<file path="src/rtl/top.sv">
// Serial configuration loader: shifts {STAT_INIT, DYN_INIT} MSB-first through a
// 104-bit chain, then latches the chain into the dynamic/static outputs once.
module top #(
    parameter logic [15:0] DYN_INIT  = 16'hA5C3,
    parameter logic [87:0] STAT_INIT = 88'h0123456789ABCDEF012345
) (
    input  logic         CLK,
    input  logic         RST_N,
    output logic [15:0]  DYNLATCH,
    output logic [87:0]  STATLATCH,
    output logic         ENFIN,
    output logic         generated_signal
);

    typedef enum logic [1:0] {IDLE, SHIFT, LATCH, DONE} state_t;

    localparam int unsigned CHAIN_W = 104;

    state_t               state, state_nxt;
    logic [CHAIN_W-1:0]   src;
    logic [CHAIN_W-1:0]   chain;
    logic [6:0]           cnt;

    always_comb begin
        state_nxt        = state;
        generated_signal = 1'b0;
        case (state)
            IDLE:  state_nxt = SHIFT;
            SHIFT: begin
                generated_signal = src[CHAIN_W-1];
                if (cnt == 7'd103) state_nxt = LATCH;
            end
            LATCH: state_nxt = DONE;
            DONE:  state_nxt = DONE;
            default: state_nxt = IDLE;
        endcase
    end

    // RST_N is active-high despite its name; it also reloads the source word.
    always_ff @(posedge CLK) begin
        if (RST_N) begin
            state     <= IDLE;
            src       <= {STAT_INIT, DYN_INIT};
            chain     <= '0;
            cnt       <= '0;
            DYNLATCH  <= '0;
            STATLATCH <= '0;
            ENFIN     <= 1'b0;
        end else begin
            state <= state_nxt;
            if (state == SHIFT) begin
                chain <= {chain[CHAIN_W-2:0], generated_signal};
                src   <= {src[CHAIN_W-2:0], 1'b0};
                cnt   <= cnt + 7'd1;
            end
            // Outputs only ever see the completed chain, never a partial shift.
            if (state == LATCH) begin
                DYNLATCH  <= chain[15:0];
                STATLATCH <= chain[CHAIN_W-1:16];
                ENFIN     <= 1'b1;
            end
        end
    end

endmodule

</file>
<file path="config.mk">
export PLATFORM = sky130hd
export DESIGN_NAME = top
export DESIGN_NICKNAME = d
export VERILOG_FILES = /design/src/rtl/top.sv
export SDC_FILE = /design/constraint.sdc
export NUM_CORES = 1
export LEC_CHECK = 0
export ABC_AREA = 1
export BUFFER_PORTS_ARGS = -buffer_cell sky130_fd_sc_hd__buf_2
export CORE_MARGIN = 2
export CORE_UTILIZATION = 25
export DETAILED_ROUTE_END_ITERATION = 12
export HOLD_SLACK_MARGIN = 0.02
export MAX_ROUTING_LAYER = met4
export PLACE_DENSITY = 0.51
export SKIP_LAST_GASP = 1
export SLEW_MARGIN = 20
export SYNTH_ARGS = -nofsm -noshare
export SYNTH_HDL_FRONTEND = slang
export SYNTH_SLANG_ARGS = --single-unit
</file>
<file path="constraint.sdc">
create_clock -name CLK -period 1.45 [get_ports CLK]
set_clock_uncertainty 0.05 [all_clocks]
set_input_delay 0.145 -clock CLK [delete_from_list [all_inputs] [get_ports CLK]]
set_output_delay 0.145 -clock CLK [all_outputs]
set_load 0.05 [all_outputs]
</file>
Word level (Yosys, flattened, before mapping)
Index checks and enable logic that the tools add are counted.
{ "classes": {"add_sub_neg": 1, "multipliers": 0, "div": 0, "order_cmp": 0, "eq_ne": 5, "n_shift": 0, "muxes": 3, "bitwise": 0, "n_reduce_logical": 2} }
{ "op_table": {"columns": ["cell", "n"], "rows": [
  ["7-bit by 1-bit adder with 7-bit output (second input constant)", 1],
  ["7-bit == test (second input constant)", 1],
  ["2-bit case mux with 3 select lines", 1],
  ["2-bit == test (second input constant)", 2],
  ["2-bit by 1-bit == test with 1-bit output (second input constant)", 1],
  ["2-bit logical NOT", 1],
  ["2-bit two-way mux", 1],
  ["2-bit != test (second input constant)", 1],
  ["2-bit OR reduction", 1],
  ["1-bit two-way mux", 1]
]} }
{ "totals": {"reg_bits": 322, "latch_bits": 0, "ram_bits": 0, "romBits": 0, "n_memories": 0} }

Longest topological paths before layout
Gate-level depths: netlist of run 1.
{ "depth": {"depth_word": 3, "mapped_depth": 7, "depth_no_buf": 7} }

Worst setup path before layout of run 1
No wires, ideal clock.
{ "synth_path": {"path_type": "reg2out", "startpoint": "register state[0]", "endpoint": "output port generated_signal", "arrival_ns": 1.121, "setup_slack_ns": 0.134, "stages_incl_launch_ff": 6, "path_buffers": 1, "path_cell_list": "dfxtp_1 inv_2 nor2_4 buf_2 nand2_1 inv_1"} }
{ "synth_via": {"elab_chain_len": 2} }
{ "synth_lines": {"columns": ["item", "line_no", "source"], "rows": [
  ["start: declaration", "19", "state_t state, state_nxt;"],
  ["start signal: assignment", "50", "state <= state_nxt;"],
  ["2-bit by 1-bit == test with 1-bit output", "27", "case (state)"],
  ["1-bit two-way mux", "27", null],
  ["end: declaration", "12", "output logic generated_signal"]
]} }
No other way between the ends.

Worst setup path in the final report of run 1
Same ends and word-level chain as after synthesis.

==> impl_metrics.json, run 1 <==
{
  "status": "complete, but fails checks",
  "cts_sinks": 322,
  "synth_seq_area_share": 0.5790,
  "start_util": 0.2523,
  "r2r-start": "state[0]",
  "place_inst": 2040,
  "grt_max_degree": 99,
  "grt_pass1_vias": 8316,
  "clockBufferDepth": 3,
  "rows": 77,
  "max_freq_mhz": 638.0,
  "cp_num_cells": 5,
  "worstSetupStartpoint": "state[0]",
  "final_common_cell": "nor2_1",
  "via_count": 9217,
  "antenna_found_initial": 0,
  "gr-total-overflow": 0,
  "cts_tree": "built",
  "cp_max_fo": 3,
  "violations": "setup timing",
  "areaGrowthSynthToFinish_pct": 29.85,
  "place_ws_ns": 0.04052,
  "post_drt_wl_per_cell_um": 14.64,
  "htree_levels": 2,
  "setup_viol": 6,
  "min-delay-start": "src[48]",
  "peakVddDrop_mv": 0.8382,
  "final_nets": 1528,
  "syn_avg_cell_area_um2": 7.868,
  "layout-drive-gt1-share": 0.1728,
  "required_ns": 1.25,
  "r2r_end": "state[0]",
  "netlist_area_mm2": 0.01113,
  "relSlewSlack": 0.7918,
  "path_buf_inv": 3,
  "cpMostUsedCell": "inv_4",
  "maxCapViolCount": 0,
  "holdWs_ns": 0.4066,
  "cts_root_buffer": "clkbuf_16",
  "cp_top_family": "flip-flops",
  "synth.distinct_cells": 17,
  "cp_slowest_cell": "dfxtp_4",
  "die_area_mm2": 0.04624,
  "period_needed_ns": 1.567,
  "timing.final.crit_share": 1.081,
  "worst_slew_pin_slew_ns": 0.3145,
  "path_clk_slew_ns": 0.06,
  "drt_iter0_markers": 545,
  "rsz0062_at_grt": "yes",
  "num_antenna_cells": 0,
  "wl_um": 31360,
  "pin_count": 108,
  "r2r_cells": 8,
  "clk_latency_ns": 0.57,
  "synth_cells": 1415,
  "drc": 0,
  "slew_viol_final": 0,
  "yosys-top-cells-area": "dfxtp_1 (58%), nor2_1 (18%), o21ai_0 (12%), nand2_1 (3.6%), buf_2 (3.0%)",
  "cpPeakStageDelay_ns": 0.36,
  "synth_warnings": 0,
  "layout.cells.non_filler": 2143,
  "vias_per_cell": 4.301,
  "grt.total_usage": 0.1099,
  "setup_ws_ns": -0.1174,
  "mostFrequentLayoutCells": "nor2_1 (526), dfxtp_1 (320), o21ai_0 (242)",
  "cp.arrival_ns": 1.37,
  "power.leakage_uw": 0.006628,
  "ys_seq_elements": 322,
  "startpoint_type": "flop",
  "die_w_um": 215.0,
  "critical_path.endpoint_type": "output port",
  "hold_class": "reg -> reg",
  "coreArea_mm2": 0.04412,
  "numCtsBuffers": 37,
  "fillers": 4699,
  "gp_congestion": 0.7305,
  "firstDrtPassIters": 4,
  "crit_chain": "inv_4 -> nor2_4 -> nand2_4 -> inv_4 -> buf_8",
  "drtAntennaViolNets": 0,
  "syn-num-nets": 1418,
  "fin_util": 0.3276,
  "die_h_um": 215.0,
  "crit_type": "reg -> out",
  "timing.setup.tns_ns": -0.2377,
  "synth_top_area_frac": 0.5790,
  "crit_end": "generated_signal",
  "finalHoldViolCount": 0,
  "detailed_place_hpwl_um": 14270,
  "port_buffers": 107,
  "grt_pass1_wl_um": 41970,
  "r2r_slack_ns": -0.04,
  "yosys.area.top_type": "dfxtp_1",
  "powerDensity_mw_per_mm2": 1527
}
==> stage by stage <==
stage,area (um^2),power (uW)
6_report,14460,22080
2_1_floorplan,11130,11550
3_3_place_gp,12290,12070
3_5_place_dp,12290,12100
5_1_grt,14460,23040
4_1_cts,13620,21970
==> cell families after synthesis <==
group,share of synthesized area
AND/OR/NAND/NOR,0.2449
AO/OA/AOI/OAI,0.1223
buffers and inverters,0.05192
adder cells (fa/ha/maj),0.001124
flip-flops,0.5790
XOR/XNOR,0.0007868
==> worst min path at each step <==
stage / end / slack, ns / cells after the start
2_1_floorplan: chain[0] / 0.16 / 1
3_3_place_gp: src[48] / 0.39 / 2
3_5_place_dp: src[55] / 0.39 / 2
4_1_cts: src[45] / 0.41 / 2
5_1_grt: src[45] / 0.43 / 2
6_report: src[48] / 0.41 / 2
==> final cells by class <==
cell class / count / area (um^2) / area share
Clock buffer: 52 / 1082 / 0.07487
Clock inverter: 13 / 206.4 / 0.01428
Inverter: 11 / 72.57 / 0.005020
Multi-Input combinational cell: 979 / 4183 / 0.2893
Sequential cell: 322 / 6451 / 0.4463
Tap cell: 592 / 740.7 / 0.05124
Timing Repair Buffer: 174 / 1720 / 0.1190
==> state kept, by name, indices dropped and copies added (netlist names) <==
signal     flops
chain        104
src          104
STATLATCH     88
DYNLATCH      16
cnt            7
state          2
ENFIN          1
==> synthesized netlist by cell type, drive strengths merged <==
cell    count
nand2     108
o21ai     268
nor2      547
dfxtp     322
a21oi       4
inv        11
nand3      49
xor2        1
buf        77
clkbuf     26
ha          1
nand3b      1
==> worst reg2reg max path: stages, from the launching register on <==
cell,delay [ns]
dfxtp_4,0.36
inv_4,0.04
nor2_4,0.13
buf_4,0.15
buf_12,0.15
inv_16,0.10
buf_12,0.17
o21ai_0,0.18
inv_1,0.06
==> power breakdown <==
part / internal [uW] / total, uW / switching [uW]
Sequential: 9480 / 9860 / 375
Combinational: 842 / 2470 / 1630
Clock: 5820 / 9750 / 3920
Total: 16100 / 22100 / 5930
==> per-layer routing <==
layer / global-route usage / wire length [um] / vias up
met1: 0.1487 / 15710 / 4291
met2: 0.1612 / 13970 / 139
met4: 0.03333 / 527 / 0
li1: - / - / 4751
met5: - / 0 / -
met3: 0.02718 / 1156 / 36
==> what timing repair did <==
| item | CTS | global route |
|---|---|---|
| setup buffers | 1 | 7 |
| gates resized for setup | 10 | 91 |
| endpoints found under the setup margin | 1 | 295 |
| hold endpoints to repair | 19 | 0 |
| pin swaps | 1 | 11 |
| gates cloned | 0 | 31 |
| hold buffers | 1 | 0 |
Power figures use the tool's default switching activity.
==> inputs of run 2 (changes only) <==
--- a/config.mk
+++ b/config.mk
@@ -5,14 +5,14 @@
 export SDC_FILE = /design/constraint.sdc
 export NUM_CORES = 1
 export LEC_CHECK = 0
-export ABC_AREA = 1
 export BUFFER_PORTS_ARGS = -buffer_cell sky130_fd_sc_hd__buf_2
 export CORE_MARGIN = 2
-export CORE_UTILIZATION = 25
+export CORE_UTILIZATION = 58
 export DETAILED_ROUTE_END_ITERATION = 12
+export GPL_TIMING_DRIVEN = 0
 export HOLD_SLACK_MARGIN = 0.02
 export MAX_ROUTING_LAYER = met4
-export PLACE_DENSITY = 0.51
+export PLACE_DENSITY = 0.89
 export SKIP_LAST_GASP = 1
 export SLEW_MARGIN = 20
 export SYNTH_ARGS = -nofsm -noshare
==> run 2 against run 1 <==
Effect of this change: the flow still finishes with violations (setup timing); design area down 5.6%; synthesized cell count down 1.1%; combinational power down 68%; die area down 55%; global-route usage up 14 points; count of clock-buffer cells in the layout down 7; non-clock buffer count up 47; final cell count down 14%; core utilization up 38 points; register-to-register slack worse by 0.03 ns; critical endpoint unchanged; largest cell class unchanged.
==> impl_metrics.json, run 2 <==
{
  "die_w_um": 143.9,
  "whs_path_depth": 3,
  "netlist_area_mm2": 0.01135,
  "top_regs": "chain (104), src (104), STATLATCH (88)",
  "r2r-start": "state[1]",
  "synth_ff_type": "dfxtp_1",
  "yosys.area.top_type": "dfxtp_1",
  "peakVddDrop_mv": 0.8246,
  "rows": 51,
  "cp_slowest_cell": "dfxtp_2",
  "synth_cells": 1400,
  "pin_count": 108,
  "required_ns": 1.25,
  "cpPeakStageDelay_ns": 0.40,
  "r2r_slack_ns": -0.07,
  "clockPowerShare": 0.463,
  "yosys-top-cells-area": "dfxtp_1 (57%), nand2_1 (21%), a21oi_1 (12%), nand3b_1 (3.1%), buf_6 (2.4%)",
  "fin_util": 0.7061,
  "setup_viol": 41,
  "max_freq_mhz": 577.6,
  "finish.instance_area_mm2": 0.01365,
  "die_area_mm2": 0.02070,
  "multi_input_area_mm2": 0.004343,
  "critical_path.endpoint_type": "output port",
  "hold_end": "src[25]",
  "areaGrowthSynthToFinish_pct": 20.32,
  "synth_warnings": 0,
  "grt_pass1_vias": 9219,
  "syn-num-nets": 1403,
  "synth-edff-count": 0,
  "htree_levels": 1,
  "async_reset_ff_frac": 0,
  "final_nets": 1550,
  "synthTopCellsByCount": "nand2_1 (624), dfxtp_1 (322), a21oi_1 (270), nand3b_1 (47), buf_2 (43)",
  "synth_top_area_frac": 0.5682,
  "die_h_um": 143.9,
  "post_drt_wl_per_cell_um": 14.77,
  "layout-drive-gt1-share": 0.1688,
  "via_count": 9810,
  "path_clk_slew_ns": 0.06,
  "crit_type": "reg -> out",
  "clockBufferDepth": 3,
  "drtAntennaViolNets": 0,
  "finalHoldViolCount": 0,
  "fillers": 1385,
  "worst_slew_pin_slew_ns": 0.8045,
  "detailed_place_hpwl_um": 16100,
  "gp_congestion": 0.8047,
  "crit_chain": "and2b_2 -> buf_6 -> nand2_4 -> inv_2 -> buf_8",
  "cts_sinks": 322,
  "synth.distinct_cells": 26,
  "mostFrequentLayoutCells": "nand2_1 (621), dfxtp_1 (319), a21oi_1 (255)",
  "wl_um": 27100,
  "path_buf_inv": 3,
  "cts_root_buffer": "clkbuf_16",
  "synth_most_common_cell": "nand2_1",
  "grt_max_degree": 16,
  "total_power_uw": 18460,
  "intPower_uw": 14510,
  "port_buffers": 106,
  "start_util": 0.5868,
  "power_frac_seq": 0.495,
  "ys_seq_elements": 322,
  "status": "complete, but fails checks",
  "num_antenna_cells": 0,
  "cp.arrival_ns": 1.54,
  "period_needed_ns": 1.731,
  "switching_power_uw": 3949,
  "regArea_mm2": 0.006452,
  "min-delay-start": "RST_N",
  "powerDensity_mw_per_mm2": 1352,
  "syn_avg_cell_area_um2": 8.104,
  "drc": 0,
  "p_comb_frac": 0.043,
  "timing.final.crit_share": 1.194,
  "vias_per_cell": 5.346,
  "clk_latency_ns": 0.55,
  "timing.setup.tns_ns": -1.108,
  "startpoint_type": "flop",
  "cp_top_family": "flip-flops",
  "synth_seq_area_share": 0.5682,
  "gr-total-overflow": 0,
  "antenna_found_initial": 0,
  "final_common_cell": "nand2_1",
  "numCtsBuffers": 31,
  "swShare": 0.2139,
  "grt.total_usage": 0.2502,
  "r2r_cells": 7,
  "grt_pass1_wl_um": 41890,
  "place_area_mm2": 0.01221,
  "coreArea_mm2": 0.01933,
  "slew_viol_final": 0,
  "place_ws_ns": -0.2975,
  "hold_class": "in -> reg",
  "setup_ws_ns": -0.2813,
  "firstDrtPassIters": 5,
  "r2r_end": "src[41]",
  "cp_max_fo": 7,
  "power.leakage_uw": 0.005250,
  "maxCapViolCount": 0,
  "drt_iter0_markers": 673,
  "violations": "setup timing",
  "cts_tree": "built",
  "relSlewSlack": 0.4636,
  "rsz0062_at_grt": "yes"
}
[run 2: kinds of logic (layout without fill, tap and decap cells)]
logic type                 Yosys count  in the layout  synth area share
adders and majority gates            1              1          0.001103
and+or+nand+nor                    691            691            0.2477
DFF                                322            322            0.5682
buffers and inverters              108            278           0.05867
xor gates and xnor gates             2              2          0.001544
AOI/OAI and AO/OA                  275            275            0.1219
muxes                                1              1         0.0009924
[run 2: what timing repair did]
action                                  in CTS  in global routing
hold endpoints to repair                     1                  0
hold buffers                                 1                  0
pin swaps                                    0                  1
endpoints found under the setup margin      16                278
gates cloned                                 0                  2
gates resized for setup                     17                 66
setup buffers                                3                  2
[run 2: power groups by stage]
| stage | registers [uW] | logic, uW | clock network (uW) |
|---|---|---|---|
| 2_1_floorplan | 9290 | 530 | 0 |
| 3_3_place_gp | 9310 | 665 | 0 |
| 3_5_place_dp | 9320 | 687 | 0 |
| 4_1_cts | 9120 | 710 | 8560 |
| 5_1_grt | 9150 | 871 | 8980 |
| 6_report | 9130 | 786 | 8550 |
[run 2: how the worst max path moves through the flow]
| stage | cells past startpoint | to | from | slack (ns) |
|---|---|---|---|---|
| after CTS | 5 | generated_signal | state[1] | -0.24 |
| final | 5 | generated_signal | state[0] | -0.28 |
| after global routing | 5 | generated_signal | state[0] | -0.29 |
| after global placement | 4 | DYNLATCH[14] | RST_N | -0.24 |
| after floorplan | 4 | generated_signal | state[1] | 0.16 |
| after detailed placement | 4 | DYNLATCH[13] | RST_N | -0.30 |
[run 2: area by class of cell]
type / instances / area share
multi-input combinational: 970 / 0.3181
timing repair buffer: 114 / 0.04674
tap: 265 / 0.02429
sequential: 322 / 0.4726
buffer: 107 / 0.05792
clock buffer: 45 / 0.06654
clock inverter: 11 / 0.01347
inverter: 1 / 0.0002750
[run 2: per-layer routing]
metal	global-route usage	wire (um)	vias up
li1	-	-	4791
met1	0.3012	11160	4624
met2	0.4251	13490	335
met3	0.04598	1708	60
met4	0.08256	747	0
met5	-	0	-
[run 2: worst reg2reg max path, cell delays in order (launching register included)]
cell and delay (ns):
dfxtp_4 0.34, buf_4 0.15, nand2b_1 0.16, buf_6 0.17
clkbuf_16 0.18, buf_4 0.17, nand2_1 0.09, nand3b_1 0.10
[run 2: through the flow]
stage | hold slack (ns) | std cells
floorplan | 0.3764 | 1400
global placement | 0.3847 | 1771
detailed placement | 0.3934 | 1771
CTS | 0.1276 | 1831
global route | 0.1662 | 1835
finish | 0.1382 | 1835
==> inputs of run 3 (changes only) <==
--- a/config.mk
+++ b/config.mk
@@ -6,6 +6,7 @@
 export NUM_CORES = 1
 export LEC_CHECK = 0
 export BUFFER_PORTS_ARGS = -buffer_cell sky130_fd_sc_hd__buf_2
+export CORE_ASPECT_RATIO = 0.5
 export CORE_MARGIN = 2
 export CORE_UTILIZATION = 58
 export DETAILED_ROUTE_END_ITERATION = 12
@@ -14,7 +15,7 @@
 export MAX_ROUTING_LAYER = met4
 export PLACE_DENSITY = 0.89
 export SKIP_LAST_GASP = 1
-export SLEW_MARGIN = 20
+export SLEW_MARGIN = 30
 export SYNTH_ARGS = -nofsm -noshare
 export SYNTH_HDL_FRONTEND = slang
 export SYNTH_SLANG_ARGS = --single-unit
==> run 3 against run 2 <==
Effect of this change: the run still ends with setup timing left; non-clock buffer count increased by 36; die area grew 0.33%; final cell count increased by 1.5%; critical path depth did not move; fmax is 0.80% higher; core utilization up 6.6 points; sequential cell count stayed put; sequential power hardly changed; critical path type unchanged; critical endpoint unchanged; largest cell class unchanged; highest routed layer unchanged.
==> impl_metrics.json, run 3 (synthesized netlist as in run 2, its figures left out) <==
{
  "status": "complete, but fails checks",
  "violations": "setup timing",
  "intPower_uw": 14670,
  "clk_latency_ns": 0.55,
  "grt_max_degree": 19,
  "cts_tree": "built",
  "swShare": 0.2316,
  "wl_um": 41490,
  "cp.arrival_ns": 1.52,
  "drt_iter0_markers": 1774,
  "startpoint_type": "flop",
  "critical_path.endpoint_type": "output port",
  "clockBufferDepth": 3,
  "setup_ws_ns": -0.2676,
  "grt.total_usage": 0.2657,
  "r2r-start": "state[1]",
  "cp_max_fo": 2,
  "r2r_slack_ns": -0.21,
  "final_common_cell": "nand2_1",
  "cts_root_buffer": "clkbuf_16",
  "detailed_place_hpwl_um": 17040,
  "p_comb_frac": 0.065,
  "switching_power_uw": 4420,
  "final_nets": 1581,
  "rows": 36,
  "coreArea_mm2": 0.01932,
  "areaGrowthSynthToFinish_pct": 31.42,
  "port_buffers": 106,
  "relSlewSlack": 0.4210,
  "drc": 0,
  "grt_pass1_vias": 9399,
  "peakVddDrop_mv": 0.8134,
  "crit_type": "reg -> out",
  "power.leakage_uw": 0.005782,
  "slew_viol_final": 0,
  "post_drt_wl_per_cell_um": 22.27,
  "finish.instance_area_mm2": 0.01491,
  "clockPowerShare": 0.456,
  "timing.final.crit_share": 1.185,
  "gr-total-overflow": 0,
  "vias_per_cell": 6.346,
  "rsz0062_at_grt": "yes",
  "path_clk_slew_ns": 0.07,
  "required_ns": 1.25,
  "start_util": 0.5872,
  "cts_sinks": 322,
  "num_antenna_cells": 0,
  "powerDensity_mw_per_mm2": 1280,
  "hold_class": "in -> reg",
  "maxCapViolCount": 0,
  "hold_end": "src[51]",
  "power_frac_seq": 0.480,
  "numCtsBuffers": 26,
  "max_freq_mhz": 582.2,
  "period_needed_ns": 1.718,
  "min-delay-start": "RST_N",
  "grt_pass1_wl_um": 44410,
  "r2r_cells": 7,
  "gp_congestion": 0.8274,
  "via_count": 11820,
  "layout-drive-gt1-share": 0.2592,
  "die_area_mm2": 0.02076,
  "fin_util": 0.7716,
  "die_w_um": 201.8,
  "firstDrtPassIters": 6,
  "place_area_mm2": 0.01221,
  "worst_slew_pin_slew_ns": 0.8686,
  "drtAntennaViolNets": 0,
  "die_h_um": 102.9,
  "setup_viol": 280,
  "mostFrequentLayoutCells": "nand2_1 (518), dfxtp_1 (319), a21oi_1 (240)",
  "top_regs": "chain (104), src (104), STATLATCH (88)",
  "r2r_end": "src[17]",
  "finalHoldViolCount": 0,
  "htree_levels": 1,
  "antenna_found_initial": 0,
  "timing.setup.tns_ns": -23.58,
  "whs_path_depth": 3,
  "pin_count": 108
}
-- run 3: changes by cell type in the layout (fill, tap and decap cells not counted), moves of 4 or more --
cell,change
a21oi_1,-15
a21oi_2,+15
buf_12,+4
buf_2,-18
buf_4,+6
buf_8,+21
bufinv_16,+4
clkbuf_16,+20
clkbuf_4,-4
clkbuf_8,-6
nand2_1,-103
nand2_2,+96
nand2_4,+7
-- run 3: stage by stage --
stage | setup slack (ns) | hold slack (ns) | total power (uW) | std cells
4_1_cts | -0.2023 | 0.1737 | 18220 | 1825
2_1_floorplan | 0.1558 | 0.3764 | 9824 | 1400
3_5_place_dp | -0.2744 | 0.3924 | 10010 | 1772
6_report | -0.2676 | 0.1547 | 19090 | 1863
3_3_place_gp | -0.2269 | 0.3835 | 9960 | 1772
5_1_grt | -0.3244 | 0.1948 | 19380 | 1863
-- run 3: worst max path at each step --
stage | endpoint | slack, ns | cells past startpoint | from
2_1_floorplan | generated_signal | 0.16 | 4 | state[1]
3_3_place_gp | STATLATCH[1] | -0.23 | 4 | RST_N
3_5_place_dp | STATLATCH[2] | -0.27 | 4 | RST_N
4_1_cts | generated_signal | -0.20 | 5 | state[1]
5_1_grt | src[17] | -0.32 | 7 | state[1]
6_report | generated_signal | -0.27 | 5 | state[1]
-- run 3: area by class of cell --
| class | count | area, um^2 |
|---|---|---|
| Fill cell | 963 | 4413 |
| Inverter | 1 | 6.256 |
| Clock buffer | 32 | 714.4 |
| Timing Repair Buffer | 151 | 1368 |
| Multi-Input combinational cell | 970 | 4707 |
| Buffer | 106 | 1016 |
| Clock inverter | 15 | 311.5 |
| Sequential cell | 322 | 6455 |
| Tap cell | 266 | 332.8 |
-- run 3: power groups by stage --
stage                     clock [uW]  sequential, uW  combinational (uW)
final                           8700            9150                1230
after global routing            8930            9160                1290
after CTS                       8380            9110                 722
after detailed placement           0            9320                 692
after global placement             0            9310                 652
after floorplan                    0            9290                 530
-- run 3: metal layers --
metal	global-route usage	share of wire	vias up
li1	-	-	4865
met1	0.3138	0.35	5385
met2	0.4652	0.45	1150
met3	0.04267	0.12	422
met4	0.1024	0.085	0
met5	-	0	-
-- run 3: worst max-delay path: stages (launching register included) --
cell     delay [ns]
dfxtp_4        0.35
and2b_2        0.24
buf_6          0.13
nand2_4        0.09
inv_4          0.04
buf_8          0.14
-- run 3: what timing repair did --
item,in CTS,in global routing
hold buffers,1,0
resized for setup,24,276
pin swaps,0,6
endpoints found under the setup margin,105,295
endpoints found under the hold margin,1,0
gates cloned,0,28
setup buffers,5,11
